===== src/rtl/axi4_lite_pkg.sv =====
// Shared AXI4-Lite types: response codes, master FSM states and default bus widths.
package axi4_lite_pkg;

    localparam int AXI_ADDR_WIDTH = 8;
    localparam int AXI_DATA_WIDTH = 32;

    typedef enum logic [1:0] {
        OKAY   = 2'b00,
        EXOKAY = 2'b01,
        SLVERR = 2'b10,
        DECERR = 2'b11
    } axi_resp_e;

    typedef enum logic [2:0] {
        ST_IDLE,
        ST_WRITE,
        ST_WAIT_B,
        ST_READ,
        ST_WAIT_R,
        ST_RESP
    } mst_state_e;

endpackage


===== src/rtl/axi4_lite_cmd_master.sv =====
// Single-outstanding AXI4-Lite master driven by a valid/ready command port.
// Optional hung-slave watchdog with sticky timeout_o: define AXI_MST_TIMEOUT_EN.
module axi4_lite_cmd_master
    import axi4_lite_pkg::*;
#(
    parameter  int ADDR_WIDTH     = AXI_ADDR_WIDTH,
    parameter  int DATA_WIDTH     = AXI_DATA_WIDTH,
    parameter  int TIMEOUT_CYCLES = 256,
    localparam int STRB_WIDTH     = DATA_WIDTH / 8
) (
    input  logic                  clk,
    input  logic                  rst,
    input  logic                  cmd_valid,
    output logic                  cmd_ready,
    input  logic                  cmd_write,
    input  logic [ADDR_WIDTH-1:0] cmd_addr,
    input  logic [DATA_WIDTH-1:0] cmd_wdata,
    input  logic [STRB_WIDTH-1:0] cmd_wstrb,
    output logic                  rsp_valid,
    input  logic                  rsp_ready,
    output logic [DATA_WIDTH-1:0] rsp_rdata,
    output logic [1:0]            rsp_resp,
    output logic                  rsp_write,
    output logic [ADDR_WIDTH-1:0] m_axi_awaddr,
    output logic                  m_axi_awvalid,
    input  logic                  m_axi_awready,
    output logic [DATA_WIDTH-1:0] m_axi_wdata,
    output logic [STRB_WIDTH-1:0] m_axi_wstrb,
    output logic                  m_axi_wvalid,
    input  logic                  m_axi_wready,
    input  logic [1:0]            m_axi_bresp,
    input  logic                  m_axi_bvalid,
    output logic                  m_axi_bready,
    output logic [ADDR_WIDTH-1:0] m_axi_araddr,
    output logic                  m_axi_arvalid,
    input  logic                  m_axi_arready,
    input  logic [DATA_WIDTH-1:0] m_axi_rdata,
    input  logic [1:0]            m_axi_rresp,
    input  logic                  m_axi_rvalid,
    output logic                  m_axi_rready,
`ifdef AXI_MST_TIMEOUT_EN
    output logic                  timeout_o,
`endif
    output logic                  busy
);

    if (TIMEOUT_CYCLES < 2) begin : g_bad_timeout
        $error("TIMEOUT_CYCLES must be at least 2");
    end

    mst_state_e            state_q, state_d;
    logic                  write_q;
    logic [ADDR_WIDTH-1:0] addr_q;
    logic [DATA_WIDTH-1:0] wdata_q;
    logic [STRB_WIDTH-1:0] wstrb_q;
    logic                  aw_done_q, w_done_q;
    logic [DATA_WIDTH-1:0] rsp_rdata_q;
    logic [1:0]            rsp_resp_q;
    logic                  rsp_write_q;

    logic accept, active, tmo_expired;
    logic aw_hs, w_hs, b_hs, ar_hs, r_hs;
    logic ld_b, ld_r, ld_tmo;

    // All AXI valids/readies decode from registered state only, so no ready->valid path exists.
    assign m_axi_awvalid = (state_q == ST_WRITE) && !aw_done_q;
    assign m_axi_wvalid  = (state_q == ST_WRITE) && !w_done_q;
    assign m_axi_bready  = (state_q == ST_WRITE) || (state_q == ST_WAIT_B);
    assign m_axi_arvalid = (state_q == ST_READ);
    assign m_axi_rready  = (state_q == ST_READ) || (state_q == ST_WAIT_R);
    assign m_axi_awaddr  = addr_q;
    assign m_axi_araddr  = addr_q;
    assign m_axi_wdata   = wdata_q;
    assign m_axi_wstrb   = wstrb_q;

    assign cmd_ready = (state_q == ST_IDLE) && !rst;
    assign rsp_valid = (state_q == ST_RESP);
    assign busy      = (state_q != ST_IDLE);
    assign rsp_rdata = rsp_rdata_q;
    assign rsp_resp  = rsp_resp_q;
    assign rsp_write = rsp_write_q;

    assign accept = cmd_valid && cmd_ready;
    assign active = (state_q == ST_WRITE) || (state_q == ST_WAIT_B) ||
                    (state_q == ST_READ)  || (state_q == ST_WAIT_R);
    assign aw_hs  = m_axi_awvalid && m_axi_awready;
    assign w_hs   = m_axi_wvalid && m_axi_wready;
    assign b_hs   = m_axi_bvalid && m_axi_bready;
    assign ar_hs  = m_axi_arvalid && m_axi_arready;
    assign r_hs   = m_axi_rvalid && m_axi_rready;

    always_ff @(posedge clk or posedge rst) begin
        if (rst) state_q <= ST_IDLE;
        else     state_q <= state_d;
    end

    always_comb begin
        state_d = state_q;
        ld_b    = 1'b0;
        ld_r    = 1'b0;
        ld_tmo  = 1'b0;
        case (state_q)
            ST_IDLE:   if (accept) state_d = cmd_write ? ST_WRITE : ST_READ;
            ST_WRITE:  if ((aw_done_q || aw_hs) && (w_done_q || w_hs)) begin
                           // A B beat in the same cycle as the final AW/W handshake is taken here.
                           if (b_hs) begin
                               state_d = ST_RESP;
                               ld_b    = 1'b1;
                           end else begin
                               state_d = ST_WAIT_B;
                           end
                       end
            ST_WAIT_B: if (b_hs) begin
                           state_d = ST_RESP;
                           ld_b    = 1'b1;
                       end
            ST_READ:   if (ar_hs) state_d = ST_WAIT_R;
            ST_WAIT_R: if (r_hs) begin
                           state_d = ST_RESP;
                           ld_r    = 1'b1;
                       end
            ST_RESP:   if (rsp_ready) state_d = ST_IDLE;
            default:   state_d = ST_IDLE;
        endcase
        // Watchdog only fires when the slave has not completed the transaction this cycle.
        if (tmo_expired && (state_d != ST_RESP)) begin
            state_d = ST_RESP;
            ld_tmo  = 1'b1;
        end
    end

    always_ff @(posedge clk or posedge rst) begin
        if (rst) begin
            write_q     <= 1'b0;
            addr_q      <= '0;
            wdata_q     <= '0;
            wstrb_q     <= '0;
            aw_done_q   <= 1'b0;
            w_done_q    <= 1'b0;
            rsp_rdata_q <= '0;
            rsp_resp_q  <= OKAY;
            rsp_write_q <= 1'b0;
        end else begin
            if (accept) begin
                write_q   <= cmd_write;
                addr_q    <= cmd_addr;
                wdata_q   <= cmd_wdata;
                wstrb_q   <= cmd_wstrb;
                aw_done_q <= 1'b0;
                w_done_q  <= 1'b0;
            end
            if (aw_hs) aw_done_q <= 1'b1;
            if (w_hs)  w_done_q  <= 1'b1;
            if (ld_tmo) begin
                rsp_rdata_q <= '0;
                rsp_resp_q  <= SLVERR;
                rsp_write_q <= write_q;
            end else if (ld_b) begin
                rsp_rdata_q <= '0;
                rsp_resp_q  <= m_axi_bresp;
                rsp_write_q <= 1'b1;
            end else if (ld_r) begin
                rsp_rdata_q <= m_axi_rdata;
                rsp_resp_q  <= m_axi_rresp;
                rsp_write_q <= 1'b0;
            end
        end
    end

`ifdef AXI_MST_TIMEOUT_EN
    localparam int CNT_W = $clog2(TIMEOUT_CYCLES);

    logic [CNT_W-1:0] tmo_cnt_q;
    logic             timeout_q;

    assign tmo_expired = active && (tmo_cnt_q == CNT_W'(TIMEOUT_CYCLES - 1));
    assign timeout_o   = timeout_q;

    always_ff @(posedge clk or posedge rst) begin
        if (rst) begin
            tmo_cnt_q <= '0;
            timeout_q <= 1'b0;
        end else begin
            if (accept)      tmo_cnt_q <= '0;
            else if (active) tmo_cnt_q <= tmo_cnt_q + 1'b1;
            if (ld_tmo)      timeout_q <= 1'b1;
        end
    end
`else
    assign tmo_expired = 1'b0;
`endif

endmodule


===== config.mk =====
export PLATFORM = sky130hd
export DESIGN_NAME = axi4_lite_cmd_master
export DESIGN_NICKNAME = d
export VERILOG_FILES = /design/src/rtl/axi4_lite_pkg.sv /design/src/rtl/axi4_lite_cmd_master.sv
export SDC_FILE = /design/constraint.sdc
export NUM_CORES = 1
export LEC_CHECK = 0
export BUFFER_PORTS_ARGS = -buffer_cell sky130_fd_sc_hd__buf_2
export CORE_MARGIN = 8
export CORE_UTILIZATION = 27
export CTS_CLUSTER_DIAMETER = 200
export DETAILED_ROUTE_END_ITERATION = 6
export GPL_TIMING_DRIVEN = 0
export SETUP_SLACK_MARGIN = 0.2
export SKIP_CTS_REPAIR_TIMING = 1
export SLEW_MARGIN = 20
export SYNTH_ARGS = -nofsm -noshare
export SYNTH_HDL_FRONTEND = slang
export SYNTH_SLANG_ARGS = --single-unit

===== constraint.sdc =====
create_clock -name clk -period 5.6 [get_ports clk]
set_input_delay 1.68 -clock clk [delete_from_list [all_inputs] [get_ports clk]]
set_output_delay 1.68 -clock clk [all_outputs]
set_load 0.05 [all_outputs]

Word level (Yosys, flattened, before mapping)
Index checks and enable logic that the tools add are counted.
{ "op_classes": {"add_sub_neg": 0, "n_shift": 0, "bitwise_logic": 0, "muxes": 23, "n_div": 0, "n_mul": 0, "magnitude_cmp": 0, "n_eq_ne": 11, "reduce_logical": 23} }
{ "op_table": {"columns": ["operator", "count"], "rows": [
  ["$mux 32", 2],
  ["$mux 3", 7],
  ["$pmux 3 s6", 1],
  ["$logic_and 1x1->1", 10],
  ["$mux 1", 9],
  ["$eq 3x2->1 const B", 2],
  ["$eq 3x3->1 const B", 2],
  ["$mux 2", 3],
  ["$ne 2x1->1 const B", 3],
  ["$ne 2x2->1 const B", 3],
  ["$reduce_and 6->1", 1],
  ["$reduce_bool 2->1", 3],
  ["$logic_or 1x1->1", 4],
  ["$eq 3x1->1 const B", 1],
  ["$logic_not 1->1", 3],
  ["$logic_not 3->1", 1],
  ["$reduce_bool 3->1", 1],
  ["$pmux 1 s2", 1]
]} }
{ "totals": {"rom_bits": 0, "out_inout_bits": 95, "latchBits": 0, "ram_bits": 0, "wordCells": 66, "ff_bits": 84, "mem_count": 0} }

Depth between registers and ports, before layout
Gate-level depths: netlist of the first run.
{ "logic_depth": {"word_depth": 8, "ltp_mapped": 7, "ltp_nobuf": 4} }

Worst setup path before layout of the first run
OpenSTA, ideal clock, no wires.
{ "synth_path": {"path_kind": "in2out", "start": "input rst", "end": "output cmd_ready", "arrival_time_ps": 2334, "path_slack_ps": 1586, "cell_stages": 1, "n_path_buf": 0, "path_cell_list": "nor2_1"} }
{ "synth_between": {"elab_chain_cells": 2} }
{ "synth_lines": {"columns": ["element", "line_no", "text"], "rows": [
  ["from (decl)", "axi4_lite_cmd_master.sv:12", "input logic rst,"],
  ["$logic_not 1->1 (no source line)", null, null],
  ["$logic_and 1x1->1", "axi4_lite_cmd_master.sv:76", "assign cmd_ready = (state_q == ST_IDLE) && !rst;"],
  ["to (decl)", "axi4_lite_cmd_master.sv:14", "output logic cmd_ready,"]
]} }
No other way between the ends.

Worst setup path after layout of the first run
Same ends and word-level chain as after synthesis.

==> results.md, run 1 <==
- Grt peak-use layer: met2
- CTS sink count: 84
- DRC viols: 0
- Syn Area/Cell: 12.0 um2
- First-pass GRT wire length: 17,000 um
- R2R depth: 5
- Sink of the worst hold path: m_axi_wdata[22]
- Sequential fraction of the synthesis area: 57.4%
- Static Leak: 2.60 nW
- Met3 usage: 4.69%
- DRT antenna net count: 0
- Routed WL: 10,200 um
- WHS Path Cells: 1
- Synth Register Bits: 84
- Die Height: 133 um
- Critical R2R Launch: state_q[0]
- Post-synth EDFFs: 0
- Crit path cell chain: buf_2 -> nor2_1 -> buf_2
- 1st-iter DRT viols: 74
- Final GP Congestion: 0.738
- CP max-delay cell: buf_2
- IO Port Bufs: 184
- Tightest Hold Check Type: reg2reg
- Most common cell on crit path: buf_2
- Flop-to-flop setup slack: 3920 ps
- Full die area: 17,600 um2
- Outcome: finished, final reports clean
- Site Rows: 42
- Most common cell in the netlist: dfrtp_1
- Top post-synthesis cells by area: dfrtp_1 (57%), mux2_2 (8.3%), nand2_1 (7.4%)
- Area grow syn2layout: 40.9%
- Max Buffers Root-to-Sink: 2
- Worst-margin pin slew: 486 ps
- First-pass detailed-route iteration total: 4
- Final TNS setup: 0 ps
- Largest area contributor in the netlist: dfrtp_1
- M1 GR Usage: 13.2%
- Routed vias: 2,889
- Syn Nets: 396
- RSZ-0062 raised after global routing: no
- Mapped cell area: 3660 um2
- IO Pins: 185
- Layout net count: 592
- CP Class: in2out
- GRT Residual Overflow: 0
- Clock Skew: 7.86 ps
- Distinct cells, synth: 37
- Starting Density: 27.7%
- Met2 GRT Util: 19.6%
- HP Start: m_axi_wdata[22]
- H-tree Lvls: 3
- Tot GR Track Use: 11.9%
- Ys async rst share: 100%
- Layout cell share with drive strength beyond 1: 57.1%
- Final-report setup violation count: 0
- Die Wd: 133 um
- Fill count: 1,364
- Most frequent cells after synthesis: dfrtp_1 (84), nand2_1 (72), a21oi_2 (30)
- Crit share post-route: 68.9%
- Cell count after synthesis: 306
- Core area: 13,200 um2
- Crit end category: output port
- WP data arrival: 2180 ps
- Slew Limit Fails: 0
- Synth warnings: 0
- Max-slew headroom: 67.6%
- CTS tree: yes
- Largest delay share family, worst path: buffers and inverters
- Clock slew at reported path FFs: 60 ps
- Cell Area, Placed: 4840 um2
- Final Hold Viols: 0
- Number of global-route vias before repair: 3,278
- CP required: 3920 ps
- R2r endpoint: m_axi_wstrb[2]
- DR WL/cell: 15.0 um
- Buf+Inv Stages, Crit Path: 2
- Clock buffer count from CTS: 9
- Setup crit start kind: input port
- HPWL Detailed: 8190 um
- Clock latency on the worst-skew pair: 330 ps
- # Max-Cap Violations: 0
- CP peak stage delay: 270 ps
- Tmin final: 3860 ps
- Finished layout cell area: 5160 um2
- CP Max Fanout: 3
- Worst IR Drop VDD: 0.252 mV
- Clock root cell: clkbuf_16
- Routed vias/inst: 4.23
- Post-Route Hold Slack: 478 ps
- Largest net degree at the start of global routing: 49
- Antenna violations before repair: 0
- Yosys top cell area share: 57.4%
- F_max: 0.259 GHz
- Most used DFF post-synth: dfrtp_1
- Power Density: 740 nW/um2
[routing by layer]
| metal | vias up | wire length (um) | part of all wire, % |
|---|---|---|---|
| met4 | 0 | 165 | 1.6 |
| met5 | - | 0 | 0 |
| met1 | 1353 | 4260 | 42 |
| met3 | 9 | 903 | 8.8 |
| met2 | 113 | 4890 | 48 |
| li1 | 1414 | - | - |
[area by class of cell]
type / instances / area [um2] / share of cell area [%]
sequential: 84 / 2100 / 40.7
multi-input combinational: 193 / 1370 / 26.5
timing repair buffer: 185 / 948 / 18.4
clock buffer: 11 / 253 / 4.89
tap: 176 / 220 / 4.26
buffer: 26 / 184 / 3.56
clock inverter: 4 / 72.6 / 1.41
inverter: 3 / 13.8 / 0.267
antenna: 1 / 2.50 / 0.0485
[logic make-up after synthesis]
logic type | Yosys count | share of synthesized area [%]
AOI/OAI and AO/OA | 49 | 10.5
adders and majority gates | 1 | 0.273
buffers and inverters | 29 | 5.33
DFF | 84 | 57.4
muxes | 49 | 15.3
and+or+nand+nor | 94 | 11.2
[state kept, by name, summed over array words and instances, names as in the netlist]
signal and cells:
m_axi_wdata 32, rsp_rdata 32, m_axi_araddr 8, m_axi_wstrb 4, state_q 3, rsp_resp 2
aw_done_q 1, rsp_write 1, w_done_q 1
[worst max path at each step]
stage | from | slack [ps] | cells after the start | endpoint
final | rst | 1740 | 3 | cmd_ready
after global routing | rst | 1720 | 3 | cmd_ready
after floorplan | rst | 1590 | 1 | cmd_ready
after CTS | rst | 1740 | 3 | cmd_ready
after detailed placement | rst | 1740 | 3 | cmd_ready
after global placement | rst | 720 | 2 | rsp_rdata[13]
[stage by stage]
step | worst slack [ps] | util [%] | instances | power, mW
after CTS | 1740 | 39.0 | 682 | 3.88
after global placement | 715 | 36.3 | 666 | 3.18
after floorplan | 1590 | - | 306 | 2.70
after global routing | 1720 | 39.0 | 682 | 4.03
final | 1740 | 39.0 | 683 | 3.82
after detailed placement | 1740 | 36.5 | 667 | 3.22
[cell usage in the layout (no fill, tap or decap), types with 2 or more instances in the layout]
cell / instances
nor2_1: 8
buf_6: 4
a21oi_1: 6
buf_2: 190
bufinv_16: 2
mux2_1: 18
o21ai_0: 2
nand2b_1: 3
dfrtp_1: 84
clkbuf_8: 2
buf_4: 13
mux2_4: 3
inv_1: 2
mux2_2: 27
a21o_1: 2
clkbuf_1: 3
a21oi_2: 30
clkbuf_16: 9
nor3b_1: 2
nand2_1: 72
[power by group]
part	internal, mW	switching (mW)	leakage [nW]
Clock	0.411	0.226	0.158
Sequential	0.879	0.138	1.05
Combinational	0.587	1.58	1.39
(Power assumes the default switching activity.)
==> inputs of run 2 (changes only) <==
ABC_AREA = 1   (was default)
clock period = 3.1 ns   (was 5.6 ns; I/O delays follow)
==> results.md, run 2 <==
- Finished Layout Cells: 801 (was 683)
- Post-Route Hold Slack: 474 ps (was 478 ps)
- Cell count after synthesis: 423 (was 306)
- Largest area contributor in the netlist: dfrtp_1 (unchanged)
- Clock latency on the worst-skew pair: 330 ps (about the same)
- RSZ-0062 raised after global routing: no (unchanged)
- Synth Area in XOR/XNOR: 0% (unchanged)
- Outcome: finished, final reports clean (unchanged)
- Reg area: 2100 um2 (unchanged)
- First-pass GRT wire length: 17,500 um (was 17,000 um)
- Mapped cell area: 3700 um2 (was 3660 um2)
- HP Start: m_axi_wdata[19] (was m_axi_wdata[22])
- Antenna violations before repair: 0 (unchanged)
- Worst IR Drop VDD: 0.713 mV (was 0.252 mV)
- Max layer used: met4 (unchanged)
- 1st-iter DRT viols: 124 (was 74)
- Cell Area, Placed: 4890 um2 (was 4840 um2)
- DRT antenna net count: 0 (unchanged)
- Core area: 13,300 um2 (was 13,200 um2)
- Crit end category: output port (unchanged)
- # Max-Cap Violations: 0 (unchanged)
- Clock root cell: clkbuf_16 (unchanged)
- PnR worst setup slack: 647 ps (was 1740 ps)
- Most frequent cells after synthesis: nand2_1 (226), dfrtp_1 (84), a21oi_2 (30) (was dfrtp_1 (84), nand2_1 (72), a21oi_2 (30))
- GRT Residual Overflow: 0 (unchanged)
- Final Hold Viols: 0 (unchanged)
- Synth Area in Compound Gates: 8.73% (was 10.5%)
- Flop-to-flop setup slack: 1430 ps (was 3920 ps)
- DR WL/cell: 13.2 um (was 15.0 um)
- R2r endpoint: rsp_resp[1] (was m_axi_wstrb[2])
- Final GP Congestion: 0.769 (was 0.738)
- H-tree Lvls: 3 (unchanged)
- Slew Limit Fails: 0 (unchanged)
- Most common cell in the netlist: nand2_1 (was dfrtp_1)
- Most used DFF post-synth: dfrtp_1 (unchanged)
- Tightest Hold Check Type: reg2reg (unchanged)
- Sequential fraction of the synthesis area: 56.9% (was 57.4%)
- Setup Slack @ Placement: 470 ps (was 1740 ps)
- Setup crit start kind: flip-flop (was input port)
- Max-slew headroom: 65.3% (was 67.6%)
- Post-synth EDFFs: 0 (unchanged)
- Tot GR Track Use: 12.1% (was 11.9%)
- Clock Skew: 5.54 ps (was 7.86 ps)
- Routed vias/inst: 4.21 (was 4.23)
- Routed vias: 3,369 (was 2,889)
- Distinct cells, synth: 24 (was 37)
- CTS tree: yes (unchanged)
- Routed WL: 10,600 um (was 10,200 um)
- Met2 wire length: 4780 um (was 4890 um)
- Sink of the worst hold path: m_axi_wdata[19] (was m_axi_wdata[22])
- Yosys top cell area share: 56.9% (was 57.4%)
- CTS sink count: 84 (unchanged)
- Max Buffers Root-to-Sink: 2 (unchanged)
- Fill count: 1,373 (was 1,364)
- Starting Density: 27.8% (was 27.7%)
- Static Leak: 2.95 nW (was 2.60 nW)
- Power Density: 1290 nW/um2 (was 740 nW/um2)
- Largest family of logic cells by synthesized area: simple AND/OR/NAND/NOR gates (was multiplexers)
- Number of global-route vias before repair: 3,562 (was 3,278)
- F_max: 0.408 GHz
- Syn Nets: 513 (was 396)
- Synth Area in Adders: 0% (was 0.273%)
- Final-report setup violation count: 0 (unchanged)
- N_diodes: 0 (was 1)
- DRC viols: 0 (unchanged)
- Ys async rst share: 100% (unchanged)
- Syn Area/Cell: 8.74 um2 (was 12.0 um2)
- CP required: 2170 ps (was 3920 ps)
- Top post-synthesis cells by area: dfrtp_1 (57%), nand2_1 (23%), a21oi_2 (7.1%) (was dfrtp_1 (57%), mux2_2 (8.3%), nand2_1 (7.4%))
- Synth warnings: 0 (unchanged)
- DRT met1 WL: 4650 um (was 4260 um)
- Synth Register Bits: 84 (unchanged)
- Clock buffer count from CTS: 9 (unchanged)
- Commonest non-fill, non-tap cell in the layout: nand2_1 (was buf_2)
- Mux contribution to synthesized area: 0% (was 15.3%)
- Layout net count: 710 (was 592)
- Die Height: 133 um (about the same)
- Area of the multi-input gates: 1340 um2 (was 1370 um2)
- Largest net degree at the start of global routing: 35 (was 49)
- Critical R2R Launch: state_q[0] (unchanged)
- Tmin final: 2450 ps
- WHS Path Cells: 2 (was 1)
- Simple-gate area share of the yosys netlist: 27.5% (was 11.2%)
- HPWL Detailed: 8380 um (was 8190 um)
- Full die area: 17,700 um2 (was 17,600 um2)
- CP Max Fanout: 8 (was 3)
- IO Port Bufs: 184 (unchanged)
- R2R depth: 8 (was 5)
- Finished layout cell area: 5210 um2 (was 5160 um2)
- Commonest non-fill, non-tap cells in the layout: nand2_1 (226), buf_2 (197), dfrtp_1 (84), a21oi_2 (30), inv_1 (13) (was buf_2 (190), dfrtp_1 (84), nand2_1 (72), a21oi_2 (30), mux2_2 (27))
- Site Rows: 42 (unchanged)
- First-pass detailed-route iteration total: 4 (unchanged)
- CP Class: reg2out (was in2out)
- Die Wd: 133 um (about the same)
- Met3 wire len: 966 um (was 903 um)
- Placed cells: 785 (was 667)
- Layout cell share with drive strength beyond 1: 44.0% (was 57.1%)
- Critical Path Start: state_q[0] (was rst)
- Crit share post-route: 79.1%
- IO Pins: 185 (unchanged)
- Area grow syn2layout: 40.9% (about the same)
- Worst-margin pin slew: 519 ps (was 486 ps)
- Clock slew at reported path FFs: 60 ps (about the same)
- WP data arrival: 1520 ps (was 2180 ps)
- Fin util: 39.2% (was 39.0%)
run 2: cell families (layout without fill, tap and decap cells):
logic type,after synthesis,in the layout
simple gates,253,253
compound gates,39,39
flops,84,84
buf+inv,47,249
run 2: metal layers:
| layer | vias to the layer above | track usage [%] |
|---|---|---|
| met3 | 12 | 5.37 |
| met5 | - | 0 |
| met4 | 0 | 4.98 |
| met2 | 120 | 18.7 |
| li1 | 1703 | - |
| met1 | 1534 | 14.2 |
run 2: worst max-delay path by stage:
stage / endpoint / slack, ps / cells after the start
after floorplan: m_axi_araddr[4] / -40 / 6
after global placement: m_axi_wdata[2] / -1080 / 7
after detailed placement: m_axi_wdata[4] / 470 / 7
after CTS: cmd_ready / 640 / 5
after global routing: cmd_ready / 550 / 5
final: cmd_ready / 650 / 5
run 2: cell type report:
class,count,area share [%]
Clock buffer,10,4.40
Inverter,20,1.54
Timing Repair Buffer,186,18.5
Buffer,27,3.63
Sequential cell,84,40.4
Multi-Input combinational cell,292,25.7
Tap cell,176,4.23
Clock inverter,6,1.68
run 2: critical path, stage by stage, from the launching register on:
cell and delay (ps):
dfrtp_1 370, buf_6 140, nor2_2 180, nand2_1 140, nor2_1 100, buf_2 260
run 2: power by group:
part	switching (mW)	internal (mW)
clock	0.424	0.707
sequential	0.271	1.57
combinational	2.83	0.924
total	3.53	3.20
run 2: through the flow:
| stage | power (mW) | TNS (ps) |
|---|---|---|
| global placement | 5.60 | -50070 |
| detailed placement | 5.64 | 0 |
| global route | 7.13 | 0 |
| finish | 6.72 | 0 |
| floorplan | 4.75 | -1490 |
| CTS | 6.82 | 0 |
==> inputs of run 3 (changes only) <==
clock period = 2.4 ns   (was 3.1 ns; I/O delays follow)
==> results.md, run 3 (same netlist as run 2, synthesis figures left out) <==
- Routed WL: 11,200 um (was 10,600 um)
- Worst IR Drop VDD: 0.724 mV (was 0.713 mV)
- Max-slew headroom: 50.6% (was 65.3%)
- Final Hold Viols: 0 (unchanged)
- Largest net degree at the start of global routing: 34 (was 35)
- Crit end category: output port (unchanged)
- Final-report setup violation count: 0 (unchanged)
- Commonest non-fill, non-tap cell in the layout: nand2_1 (unchanged)
- Final TNS setup: 0 ps (unchanged)
- H-tree Lvls: 3 (unchanged)
- CP Max Fanout: 8 (unchanged)
- WP data arrival: 1460 ps (was 1520 ps)
- Finished layout cell area: 5240 um2 (was 5210 um2)
- Area grow syn2layout: 41.8% (was 40.9%)
- N_diodes: 0 (unchanged)
- Cell Area, Placed: 4900 um2 (was 4890 um2)
- Fill count: 1,381 (was 1,373)
- Logic gate share of total power: 56.3% (was 55.9%)
- Crit share post-route: 90.9%
- CTS sink count: 84 (unchanged)
- IO Port Bufs: 184 (unchanged)
- CP peak stage delay: 370 ps (about the same)
- First-pass detailed-route iteration total: 4 (unchanged)
- Starting Density: 27.8% (unchanged)
- Site Rows: 42 (unchanged)
- 1st-iter DRT viols: 159 (was 124)
- Core area: 13,300 um2 (unchanged)
- Tightest Hold Check Type: in2async (was reg2reg)
- Setup crit start kind: flip-flop (unchanged)
- Static Leak: 2.95 nW (about the same)
- Power Density: 1670 nW/um2 (was 1290 nW/um2)
- RSZ-0062 raised after global routing: yes (was no)
- Die Height: 133 um (unchanged)
- Commonest non-fill, non-tap cells in the layout: nand2_1 (226), buf_2 (192), dfrtp_1 (83), a21oi_2 (30), inv_1 (13) (was nand2_1 (226), buf_2 (197), dfrtp_1 (84), a21oi_2 (30), inv_1 (13))
- Number of global-route vias before repair: 3,734 (was 3,562)
- Clock latency on the worst-skew pair: 330 ps (about the same)
- Internal power: 4.17 mW (was 3.20 mW)
- DRT antenna net count: 0 (unchanged)
- Fin util: 39.4% (was 39.2%)
- PnR worst setup slack: 218 ps (was 647 ps)
- CP Class: reg2out (unchanged)
- Crit path cell chain: buf_6 -> nor2_4 -> nand2_1 -> nor2_4 -> clkbuf_4 (was buf_6 -> nor2_2 -> nand2_1 -> nor2_1 -> buf_2)
- Finished Layout Cells: 802 (was 801)
- Routed vias: 3,424 (was 3,369)
- Post-Route Hold Slack: 397 ps (was 474 ps)
- Largest delay share family, worst path: simple AND/OR/NAND/NOR gates (unchanged)
- Routed vias/inst: 4.27 (was 4.21)
- Clock Skew: 9.05 ps (was 5.54 ps)
- CP max-delay cell: dfrtp_1 (unchanged)
- Setup Slack @ Placement: -161 ps (was 470 ps)
- Die Wd: 133 um (unchanged)
- # Max-Cap Violations: 0 (unchanged)
- Layout net count: 712 (was 710)
- Flop pwr share: 27.1% (was 27.3%)
- DRC viols: 0 (unchanged)
- Clock root cell: clkbuf_16 (unchanged)
- Outcome: finished, final reports clean (unchanged)
- CP required: 1680 ps (was 2170 ps)
- CTS tree: yes (unchanged)
- Max Buffers Root-to-Sink: 2 (unchanged)
- Most common cell on crit path: nor2_4
- Tot GR Track Use: 12.7% (was 12.1%)
- Clock slew at reported path FFs: 60 ps (about the same)
- Tmin final: 2180 ps
- Slew Limit Fails: 0 (unchanged)
- GRT Residual Overflow: 0 (unchanged)
- F_max: 0.458 GHz
- Clock network power share: 16.6% (was 16.8%)
- Psw: 4.60 mW (was 3.53 mW)
- Buf+Inv Stages, Crit Path: 2 (unchanged)
- Final GP Congestion: 0.823 (was 0.769)
- First-pass GRT wire length: 18,500 um (was 17,500 um)
- Clock buffer count from CTS: 9 (unchanged)
- Switching part of the total: 52.5% (about the same)
- Layout cell share with drive strength beyond 1: 44.2% (was 44.0%)
- HPWL Detailed: 8720 um (was 8380 um)
- Placed cells: 785 (unchanged)
- Power, Total: 8.77 mW (was 6.72 mW)
- IO Pins: 185 (unchanged)
- Antenna violations before repair: 0 (unchanged)
- Full die area: 17,700 um2 (unchanged)
- Worst-margin pin slew: 737 ps (was 519 ps)
- DR WL/cell: 14.0 um (was 13.2 um)
## run 3: changes by cell type in the layout (fill, tap and decap cells not counted)
cell,change
buf_2,-5
buf_4,+3
buf_6,+1
clkbuf_1,+1
clkbuf_4,+2
clkinv_2,-1
clkinv_4,-1
clkinvlp_2,+1
dfrtp_1,-1
dfrtp_2,+1
nor2_1,-1
nor2_2,-1
nor2_4,+2
## run 3: worst paths after layout
kind | slack (ps) | cells past startpoint | end | start
max in group asynchronous | 1280 | 3 | rsp_rdata[29] | rst
setup / recovery | 220 | 5 | cmd_ready | state_q[0]
hold reg to reg | 480 | 2 | m_axi_wdata[0] | m_axi_wdata[0]
min in group clk | 480 | 2 | m_axi_wdata[0] | m_axi_wdata[0]
setup reg to reg | 770 | 9 | state_q[2] | state_q[2]
hold / removal | 400 | 2 | m_axi_wstrb[0] | rst
## run 3: power groups by stage
| stage | registers (mW) | logic, mW | clock network (mW) |
|---|---|---|---|
| 2_1_floorplan | 4.30 | 1.84 | 0 |
| 3_3_place_gp | 2.36 | 4.87 | 0 |
| 3_5_place_dp | 2.38 | 4.94 | 0 |
| 4_1_cts | 2.37 | 4.95 | 1.50 |
| 5_1_grt | 2.45 | 5.28 | 1.56 |
| 6_report | 2.38 | 4.94 | 1.46 |
## run 3: area by class of cell
cell class | count | area, um2 | share of cell area [%]
clock buffers | 11 | 233 | 4.44
flip-flops and latches | 84 | 2100 | 40.1
well taps | 176 | 220 | 4.20
plain buffers | 27 | 189 | 3.61
repair buffers | 187 | 985 | 18.8
clock inverters | 4 | 73.8 | 1.41
repair inverters | 1 | 5.00 | 0.0955
multi-input cells | 292 | 1350 | 25.8
inverters | 20 | 80.1 | 1.53
## run 3: per-layer routing
metal | global-route usage [%] | up-vias | routed length, um
met5 | 0 | - | 0
met4 | 4.54 | 0 | 153
met3 | 5.26 | 10 | 1020
met2 | 20.3 | 120 | 5210
met1 | 14.8 | 1596 | 4800
li1 | - | 1698 | -
